==> src/rtl/lsu_mem_if.sv <==
// RV32I load/store unit memory interface: one command at a time over a valid/ready + rvalid handshake.
// Optional response watchdog is built when LSU_TIMEOUT_EN is defined.
module lsu_mem_if #(
    parameter int TIMEOUT_CYCLES = 64
) (
    input  logic        i_clk,
    input  logic        i_reset,
    input  logic        i_lsu_req,
    input  logic        i_lsu_wren,
    input  logic [2:0]  i_funct3,
    input  logic [31:0] i_addr,
    input  logic [31:0] i_st_data,
    output logic [31:0] o_ld_data,
    output logic        o_lsu_busy,
    output logic        o_lsu_done,
    output logic        o_lsu_err,
    output logic [1:0]  o_err_cause,
    output logic        o_mem_req_valid,
    input  logic        i_mem_req_ready,
    output logic [31:0] o_mem_addr,
    output logic        o_mem_we,
    output logic [3:0]  o_mem_be,
    output logic [31:0] o_mem_wdata,
    input  logic        i_mem_rvalid,
    input  logic [31:0] i_mem_rdata
);
    typedef enum logic [2:0] {S_IDLE, S_REQ, S_RESP, S_DONE, S_ERR} state_t;

    state_t      state;
    logic [2:0]  cmd_f3;
    logic [1:0]  cmd_lane;
    logic        illegal;
    logic        misaligned;
    logic        go_req;
    logic        tmo_hit;
    logic [3:0]  be_n;
    logic [31:0] wdata_n;
    logic [31:0] ld_fmt;
    logic [7:0]  ld_byte;
    logic [15:0] ld_half;

    always_comb begin
        // NOTE: every combinational output is given a default first, so no latch is inferred.
        illegal = 1'b1;
        be_n    = 4'b1111;
        wdata_n = i_st_data;
        case (i_funct3)
            3'b000, 3'b001, 3'b010: illegal = 1'b0;
            3'b100, 3'b101:         illegal = i_lsu_wren;
            default:                illegal = 1'b1;
        endcase
        misaligned = (i_funct3[1:0] == 2'b01 && i_addr[0]) ||
                     (i_funct3[1:0] == 2'b10 && i_addr[1:0] != 2'b00);
        if (i_lsu_wren) begin
            case (i_funct3[1:0])
                2'b00: begin
                    be_n    = 4'b0001 << i_addr[1:0];
                    wdata_n = {4{i_st_data[7:0]}};
                end
                2'b01: begin
                    be_n    = i_addr[1] ? 4'b1100 : 4'b0011;
                    wdata_n = {2{i_st_data[15:0]}};
                end
                default: ;
            endcase
        end
    end

    assign go_req = (state == S_IDLE) && i_lsu_req && !illegal && !misaligned;

    // Lane select uses the captured address bits, never the live inputs.
    always_comb begin
        ld_byte = i_mem_rdata[{cmd_lane, 3'b000} +: 8];
        ld_half = i_mem_rdata[{cmd_lane[1], 4'b0000} +: 16];
        case (cmd_f3)
            3'b000:  ld_fmt = {{24{ld_byte[7]}}, ld_byte};
            3'b001:  ld_fmt = {{16{ld_half[15]}}, ld_half};
            3'b100:  ld_fmt = {24'b0, ld_byte};
            3'b101:  ld_fmt = {16'b0, ld_half};
            default: ld_fmt = i_mem_rdata;
        endcase
    end

`ifdef LSU_TIMEOUT_EN
    logic [31:0] tmo_cnt;

    assign tmo_hit = (state == S_REQ || state == S_RESP) &&
                     (tmo_cnt == 32'(TIMEOUT_CYCLES - 1));

    always_ff @(posedge i_clk or posedge i_reset) begin
        if (i_reset) begin
            tmo_cnt <= '0;
        end else if (go_req) begin
            tmo_cnt <= '0;
        end else if (state == S_REQ || state == S_RESP) begin
            tmo_cnt <= tmo_cnt + 32'd1;
        end
    end
`else
    // Watchdog not built: never fires.
    assign tmo_hit = 1'b0 & (TIMEOUT_CYCLES > 0);
`endif

    // NOTE: state and registered outputs use non-blocking assignments only.
    always_ff @(posedge i_clk or posedge i_reset) begin
        if (i_reset) begin
            state       <= S_IDLE;
            cmd_f3      <= 3'b000;
            cmd_lane    <= 2'b00;
            o_ld_data   <= '0;
            o_err_cause <= 2'b00;
            o_mem_addr  <= '0;
            o_mem_we    <= 1'b0;
            o_mem_be    <= 4'b0000;
            o_mem_wdata <= '0;
        end else begin
            case (state)
                S_IDLE: begin
                    o_err_cause <= 2'b00;
                    if (i_lsu_req) begin
                        if (illegal) begin
                            state       <= S_ERR;
                            o_err_cause <= 2'b10;
                        end else if (misaligned) begin
                            state       <= S_ERR;
                            o_err_cause <= 2'b01;
                        end else begin
                            state       <= S_REQ;
                            cmd_f3      <= i_funct3;
                            cmd_lane    <= i_addr[1:0];
                            o_mem_addr  <= {i_addr[31:2], 2'b00};
                            o_mem_we    <= i_lsu_wren;
                            o_mem_be    <= be_n;
                            o_mem_wdata <= wdata_n;
                        end
                    end
                end
                S_REQ: begin
                    if (tmo_hit) begin
                        state       <= S_ERR;
                        o_err_cause <= 2'b11;
                    end else if (i_mem_req_ready) begin
                        state <= S_RESP;
                    end
                end
                S_RESP: begin
                    if (i_mem_rvalid) begin
                        state <= S_DONE;
                        if (!o_mem_we) o_ld_data <= ld_fmt;
                    end else if (tmo_hit) begin
                        state       <= S_ERR;
                        o_err_cause <= 2'b11;
                    end
                end
                S_DONE: state <= S_IDLE;
                S_ERR: begin
                    state       <= S_IDLE;
                    o_err_cause <= 2'b00;
                end
                default: state <= S_IDLE;
            endcase
        end
    end

    assign o_lsu_busy      = (state != S_IDLE);
    assign o_lsu_done      = (state == S_DONE) || (state == S_ERR);
    assign o_lsu_err       = (state == S_ERR);
    assign o_mem_req_valid = (state == S_REQ);

endmodule

==> config.mk <==
export PLATFORM = sky130hd
export DESIGN_NAME = lsu_mem_if
export DESIGN_NICKNAME = d
export VERILOG_FILES = /design/src/rtl/lsu_mem_if.sv
export SDC_FILE = /design/constraint.sdc
export NUM_CORES = 1
export LEC_CHECK = 0
export ABC_CLOCK_PERIOD_IN_PS = 4000
export BUFFER_PORTS_ARGS = -buffer_cell sky130_fd_sc_hd__clkbuf_2
export CAP_MARGIN = 20
export CELL_PAD_IN_SITES_DETAIL_PLACEMENT = 0
export CELL_PAD_IN_SITES_GLOBAL_PLACEMENT = 2
export CORE_MARGIN = 4
export CORE_UTILIZATION = 29
export DETAILED_ROUTE_END_ITERATION = 8
export HOLD_SLACK_MARGIN = 0.08
export PLACE_DENSITY_LB_ADDON = 0.1
export SETUP_SLACK_MARGIN = 0.15
export SLEW_MARGIN = 5
export SYNTH_ARGS = -nofsm -noshare
export SYNTH_HDL_FRONTEND = slang
export SYNTH_SLANG_ARGS = --single-unit
==> constraint.sdc <==
create_clock -name i_clk -period 4 [get_ports i_clk]
set_input_delay 0.4 -clock i_clk [delete_from_list [all_inputs] [get_ports i_clk]]
set_output_delay 0.4 -clock i_clk [all_outputs]
set_load 0.005 [all_outputs]
# Yosys cells after proc, flatten, opt, wreduce, memory -nomap -nowiden
# Cells that the tools add are included.
# Widths: inputs -> output; s select.
[op_classes]
n_eq_ne = 16
shift = 3
n_mux = 17
n_bitwise = 3
reduce_logical = 16
[op_table]
columns = ["cell", "count"]
rows = [
  ["$pmux 32 s4", 1],
  ["$pmux 32 s2", 1],
  ["$mux 32", 1],
  ["$shiftx 32x6->16", 1],
  ["$shiftx 32x6->8", 1],
  ["$eq 3x3->1 const B", 5],
  ["$mux 3", 5],
  ["$eq 3x1->1 const B", 3],
  ["$eq 3x2->1 const B", 3],
  ["$logic_not 3->1", 3],
  ["$pmux 3 s3", 1],
  ["$mux 4", 2],
  ["$pmux 4 s2", 1],
  ["$reduce_and 3->1", 2],
  ["$mux 2", 2],
  ["$ne 2x2->1 const B", 2],
  ["$pmux 2 s2", 1],
  ["$reduce_and 4->1", 1],
  ["$reduce_bool 2->1", 2],
  ["$shl 1x2->4 const A", 1],
  ["$not 1->1", 3],
  ["$reduce_bool 3->1", 1],
  ["$reduce_or 3->1", 1],
  ["$eq 2x1->1 const B", 1],
  ["8 further kinds", 10],
]
[word_totals]
ff_bits = 109
in_bits = 105
output_inout_bits = 107
word_cells = 64

# Logic depth before layout (Yosys ltp)
# Gate-level depths: netlist of run 1.
[depth]
word_depth = 7
ltp_mapped = 6
mapped_depth_nobuf = 4

# Worst setup path before layout of run 1
# No wires, ideal clock.
[synth_timing]
kind = "input to register"
from = "input i_addr[0]"
to = "register cmd_f3[0]"
setup_ps = 125
arrival_time_ps = 1741
required_ps = 3875
setup_slack_ps = 2134
path_stages = 5
n_path_buf = 2
cell_sequence = "or4_1 -> a21bo_1 -> buf_6 -> buf_6 -> mux2_4"
[synth_via]
elab_chain_len = 5
word_cells_on_any_way = 6
cone_classes = "bitwise (1); reduce/logical (5)"
[synth_rtl]
columns = ["element", "line", "rtl"]
rows = [
  ["from (decl)", "11", "input logic [31:0] i_addr,"],
  ["$reduce_bool 2->1", "53", "(i_funct3[1:0] == 2'b10 && i_addr[1:0] != 2'b00);"],
  ["$logic_and 1x1->1", "53", ""],
  ["$logic_or 1x1->1 (*)", "52", "misaligned = (i_funct3[1:0] == 2'b01 && i_addr[0]) ||"],
  ["$not 1->1 (no line) (*)", "n/a", ""],
  ["$reduce_and 4->1 (no line) (*)", "n/a", ""],
  ["to (signal assigned)", "129", "cmd_f3 <= i_funct3;"],
  ["to (decl)", "30", "logic [2:0] cmd_f3;"],
]
# Every way passes the cells marked *; elsewhere a longest branch is shown, timed or not.
# A chain may end at the register's enable or synchronous reset.

# Final worst setup path of run 1
[layout_timing]
from = "register state[0]"
to = "register o_mem_addr[20]"
[layout_via]
elab_chain_len = 2
[layout_rtl]
columns = ["element", "line", "rtl"]
rows = [
  ["from (decl)", "29", "state_t state;"],
  ["from (signal assigned)", "107", "state <= S_IDLE;"],
  ["from (signal assigned)", "122", "state <= S_ERR;"],
  ["from (signal assigned)", "125", "state <= S_ERR;"],
  ["$logic_not 3->1", "117", "case (state)"],
  ["$reduce_and 4->1 (no line)", "n/a", ""],
  ["to (signal assigned)", "131", "o_mem_addr <= {i_addr[31:2], 2'b00};"],
  ["to (decl)", "20", "output logic [31:0] o_mem_addr,"],
]
# No other way between the ends.

==> run metrics, run 1 <==
critical path arrival 2.65 ns; Final Non-Filler Cells 897; vias in the first global route 4424; cts repair resizes 0; ant diodes 0; Mapped Area 5260 um2; syn avg cell area 11.1 um2; DR pass1 iterations 4; first-pass GRT wire length 24.7 mm; leading cell type in the layout, fill and taps excluded clkbuf_2; initial antenna violation count 0; Compound-Gate Fraction of Synth Area 14.7%; DR vias 4278; wire per inst 17.8 um; largest net degree at the start of global routing 85; post-synthesis instance total 474; ranking of synthesized cells by area dfrtp_1, mux2_4, nand2_1; clock period minus worst slack 2.40 ns; share of cells above drive strength 1 42.7%; Post-Synth Adder-Cell Area 0%; ys async rst share 100%; reg2reg end o_mem_addr[20]; Layout Area Growth over Synthesis 29.2%; Synth Register Bits 109; total grt overflow 0; die area 20300 um2; I/O pin count 212; final core occ 38.7%; Pwr Density 716 nW/um2; Die Y 143 um; clk_skew 0.0123 ns; postcts setup bufs 0; post-synthesis sequential area ratio 51.9%; Layout Nets 772; H-tree levels 3; TritonCTS clock tree yes; worst vdd ir 0.266 mV; post-route ant nets 0; worst-margin pin slew 1.01 ns; Final Hold Vio Count 0; library cells used by synthesis 45; cell depth of the worst flop-to-flop path 4; CP Capture Type flip-flop; Yosys top cell area share 51.9%; CTS Buffer Depth 2; gpl congestion 0.767; crit path kind flip-flop to flip-flop; Slew Limit Fails 0; crit-path max FO 73; # clock sinks 109; most frequent cells in the layout clkbuf_2, dfrtp_1, nand2_1, mux2_4, nor2_1; outcome finished clean; LEAKAGE 3.54 nW; top_reg_cell synth dfrtp_1; cts hold-fix bufs 0; Max Freq 0.416 GHz; setup_tns 0 ns; HPWL Detailed 11.5 mm; reg2reg start state[0]; Clock Pin Slew Worst Setup and Hold Paths 0.09 ns; hold depth 2; number of synthesized flops with an enable pin 0; total track usage 15.4%; Core Region 17500 um2; Initial DRC Count 255; total CTS buffers 9; CTS Root Cell clkbuf_16; initial core utilization 30.0%; largest family of logic cells by synthesized area multiplexers; FILL cells 1829; Total Wirelength 16.0 mm; via/cell ratio 4.77; period utilization 60.1%; Synth Area in Simple Gates 13.0%; hold wc startpoint i_addr[29]; num rows 48; total number of yosys warnings 0; Skew-Pair Late Insertion Delay 0.36 ns; CP required 4.24 ns; IO buf count 209; Hold EP o_mem_addr[29]; RSZ-0062 raised after global routing no; DRC 0; startpoint types flip-flop; post-synthesis mux area share 16.1%; final setup violation count 0; top cell type by total area after synthesis dfrtp_1; worst min-delay path category input port to flip-flop; Max-cap violations 0; placed instance count 879; Worst R2R Setup Slack 1.60 ns; DIE WIDTH 143 um; relative slew slack 32.5%; post-synthesis xor/xnor area fraction 0.167%
## worst max-delay path: stages (launching register included)
cell	delay (ns)
dfrtp_1	0.50
nor4b_1	0.54
a21bo_4	0.54
buf_12	0.33
mux2_4	0.31
## area by class of cell
| cell class | instances | area [um2] | share of cell area (%) |
|---|---|---|---|
| inverters | 4 | 17.5 | 0.258 |
| flip-flops and latches | 109 | 2730 | 40.2 |
| clock inverters | 7 | 73.8 | 1.09 |
| well taps | 225 | 282 | 4.14 |
| multi-input cells | 326 | 2330 | 34.2 |
| repair buffers | 217 | 1140 | 16.8 |
| clock buffers | 9 | 225 | 3.32 |
## flip-flops by register name, summed over array words and instances (netlist names), 2 cells and up
name         count
o_mem_be         4
o_mem_addr      30
o_err_cause      2
o_ld_data       32
cmd_lane         2
o_mem_wdata     32
cmd_f3           3
state            3
## worst max path at each step
stage,start,to,slack (ns),cells after the start
after detailed placement,i_funct3[0],o_mem_addr[12],1.24,5
after floorplan,i_reset,cmd_f3[0],0.73,1
final,state[0],o_mem_addr[20],1.60,4
after CTS,cmd_lane[1],o_ld_data[16],1.58,4
after global placement,i_funct3[0],o_mem_addr[19],1.31,5
after global routing,cmd_lane[1],o_ld_data[18],1.41,4
## per-layer routing
layer	wire [um]	vias to the layer above	share of wire, %	track usage [%]
met5	0	-	0	0
met3	1090	16	6.8	3.95
met1	7040	2071	44	20.1
met2	7570	136	47	25.1
li1	-	2055	-	-
met4	249	0	1.6	5.20
## power by group
group	switching [W]	total, W	internal, W
sequential	0.000387	0.00203	0.00164
combinational	0.000886	0.00191	0.00103
clock	0.000474	0.000920	0.000446
total	0.00175	0.00486	0.00311
## cell usage after synthesis, types with 2 or more instances
library cell / count
buf_4: 2
inv_1: 3
and3_1: 2
o21ai_0: 18
dfrtp_1: 109
o221a_2: 7
o31ai_1: 24
a211oi_1: 8
nor2_1: 41
a311oi_1: 7
nand2_1: 65
buf_2: 3
mux2i_1: 16
mux2_2: 3
clkbuf_1: 23
nor2b_1: 20
nand3b_1: 8
buf_6: 7
a21oi_1: 28
nand2b_1: 5
a21o_1: 10
mux2_4: 42
## per-stage QoR
stage	instance area [um2]	power [W]	hold slack, ns	worst slack, ns
2_1_floorplan	5260	0.00310	0.473	0.726
3_3_place_gp	6460	0.00396	0.461	1.31
3_5_place_dp	6460	0.00400	0.466	1.24
4_1_cts	6760	0.00494	0.251	1.58
5_1_grt	6790	0.00523	0.257	1.41
6_report	6790	0.00486	0.263	1.60
## cells by family (layout without fill, tap and decap cells)
| group | count (synthesis) | in the layout |
|---|---|---|
| AOI/OAI and AO/OA | 112 | 112 |
| DFF | 109 | 109 |
| other | 1 | 2 |
| xor gates and xnor gates | 1 | 1 |
| buffers and inverters | 40 | 237 |
| muxes | 62 | 62 |
| and+or+nand+nor | 149 | 149 |
No activity file was read; power rests on OpenSTA's default activity.
==> run 2: changes to the inputs <==
Settings changed: ABC_CLOCK_PERIOD_IN_PS 4000 to 2400.
Clock period 4 ns to 2.4 ns, I/O delays scaled along.
==> run metrics, run 2 (same netlist as run 1, synthesis figures left out) <==
die area 20300 um2 (unchanged); initial antenna violation count 0 (unchanged); clk_skew 0.00654 ns (was 0.0123 ns); final setup violation count 0 (unchanged); via/cell ratio 4.77 (about the same); worst min-delay path category input port to flip-flop (unchanged); Final Hold Vio Count 0 (unchanged); DIE WIDTH 143 um (unchanged); num rows 48 (unchanged); crit path cell chain nor4b_1, a21bo_4, buf_12, mux2_4 (unchanged); gpl congestion 0.792 (was 0.767); crit path max-delay cell type nor4b_1 (unchanged); Layout Nets 780 (was 772); largest net degree at the start of global routing 110 (was 85); Worst R2R Setup Slack 0.31 ns (was 1.60 ns); Max Freq 0.477 GHz (was 0.416 GHz); total grt overflow 0 (unchanged); first-pass GRT wire length 25.3 mm (was 24.7 mm); # clock sinks 109 (unchanged); outcome finished clean (unchanged); Pwr Density 1190 nW/um2 (was 716 nW/um2); Die Y 143 um (unchanged); TritonCTS clock tree yes (unchanged); Max-cap violations 0 (unchanged); sequential cell area 2730 um2 (unchanged); Layout Area Growth over Synthesis 30.7% (was 29.2%); crit-path max FO 49 (was 73); P_int 0.00524 W (was 0.00311 W); I/O pin count 212 (unchanged); period utilization 87.3% (was 60.1%); cell depth of the worst flop-to-flop path 4 (unchanged); IO buf count 209 (unchanged); Core Region 17500 um2 (unchanged); DR pass1 iterations 4 (unchanged); vias in the first global route 4582 (was 4424); postcts setup bufs 0 (unchanged); startpoint types flip-flop (unchanged); Clock Pin Slew Worst Setup and Hold Paths 0.09 ns (about the same); CTS Root Cell clkbuf_16 (unchanged); Logic pwr share 40.3% (was 39.4%); Max stage delay on crit path 0.54 ns (about the same); initial core utilization 30.0% (unchanged); cts repair resizes 0 (unchanged); Critical Path Start state[0] (unchanged); total CTS buffers 9 (unchanged); total track usage 15.7% (was 15.4%); crit path kind flip-flop to flip-flop (unchanged); FILL cells 1824 (was 1829); DR vias 4321 (was 4278); Skew-Pair Late Insertion Delay 0.36 ns (about the same); reg2reg end o_mem_addr[16] (was o_mem_addr[20]); wire per inst 17.8 um (about the same); cts hold-fix bufs 1 (was 0); reg2reg start state[0] (unchanged); switch share 36.0% (was 35.9%); H-tree levels 3 (unchanged); relative slew slack 41.6% (was 32.5%); LEAKAGE 3.58 nW (was 3.54 nW); most frequent cells in the layout clkbuf_2, dfrtp_1, nand2_1, mux2_4, nor2_1 (unchanged); leading cell type in the layout, fill and taps excluded clkbuf_2 (unchanged); dpl ws 0.314 ns (was 1.24 ns); P_sw 0.00294 W (was 0.00175 W); Slew Limit Fails 0 (unchanged); clock period minus worst slack 2.09 ns (was 2.40 ns); RSZ-0062 raised after global routing no (unchanged); Clk network pwr share 19.0% (was 18.9%); post-route ant nets 0 (unchanged); CTS Buffer Depth 2 (unchanged); ant diodes 0 (unchanged); worst vdd ir 0.497 mV (was 0.266 mV); CP Capture Type flip-flop (unchanged); final worst slack 0.305 ns (was 1.60 ns); Initial DRC Count 175 (was 255); worst-margin pin slew 0.876 ns (was 1.01 ns); part of the power in registers 40.7% (was 41.7%); CP required 2.64 ns (was 4.24 ns); critical path arrival 2.33 ns (was 2.65 ns); DRC 0 (unchanged); setup_tns 0 ns (unchanged); multi-input logic area 2330 um2 (unchanged); Total Wirelength 16.1 mm (was 16.0 mm); HPWL Detailed 11.8 mm (was 11.5 mm); Top Registers o_ld_data (32), o_mem_wdata (32), o_mem_addr (30) (unchanged); CP Capture Point o_mem_addr[16] (was o_mem_addr[20]); share of cells above drive strength 1 43.2% (was 42.7%)
==> run 2: cell types whose count changed in the layout (fill, tap and decap cells not counted), sizes merged <==
cell,change
inv,-2
clkinvlp,+1
clkinv,+1
dlygate4sd3,+1
buf,+7
==> run 2: area by class of cell <==
type	instances	area share, %
repair buffers	225	17.6
inverters	4	0.273
clock buffers	9	3.28
flip-flops and latches	109	39.7
well taps	225	4.10
multi-input cells	326	33.8
clock inverters	7	1.22
==> run 2: worst max-delay path, delay by kind of cell, from the launching register on <==
kind	cells	cell delay [ns]
AOI/OAI and AO/OA	1	0.36
and+or+nand+nor	1	0.54
muxes	1	0.33
buffers and inverters	1	0.22
DFF	1	0.49
==> run 2: layer usage <==
layer | wire length (um) | up-vias | global-route usage [%]
li1 | - | 2070 | -
met1 | 7130 | 2109 | 20.8
met2 | 7680 | 131 | 25.6
met3 | 1090 | 11 | 4.05
met4 | 184 | 0 | 4.40
met5 | 0 | - | 0
==> run 2: per-stage QoR <==
step | util, % | cells | total power, W | hold WS, ns | cell area [um2]
after global placement | 37.3 | 887 | 0.00668 | 0.464 | 6540
after floorplan | - | 475 | 0.00517 | 0.378 | 5270
after detailed placement | 37.3 | 887 | 0.00673 | 0.466 | 6540
after CTS | 39.1 | 904 | 0.00833 | 0.0858 | 6860
after global routing | 39.2 | 905 | 0.00881 | 0.0877 | 6870
final | 39.2 | 905 | 0.00818 | 0.106 | 6870
==> run 2: worst min-delay path by stage <==
stage               startpoint              end  slack, ns  cells past startpoint
2_1_floorplan  i_mem_rdata[16]    o_ld_data[16]       0.38                      2
3_3_place_gp   o_mem_wdata[20]  o_mem_wdata[20]       0.46                      2
3_5_place_dp           i_reset   o_mem_addr[15]       0.47                      3
4_1_cts             i_addr[25]   o_mem_addr[25]       0.09                      2
5_1_grt             i_addr[12]   o_mem_addr[12]       0.09                      2
6_report            i_addr[24]   o_mem_addr[24]       0.11                      2
==> run 2: power groups by stage <==
stage               registers [W]  logic (W)  clock network [W]
detailed placement        0.00335    0.00338                  0
global route              0.00346    0.00367            0.00168
CTS                       0.00334    0.00338            0.00162
finish                    0.00333    0.00330            0.00155
floorplan                 0.00331    0.00186                  0
global placement          0.00336    0.00332                  0
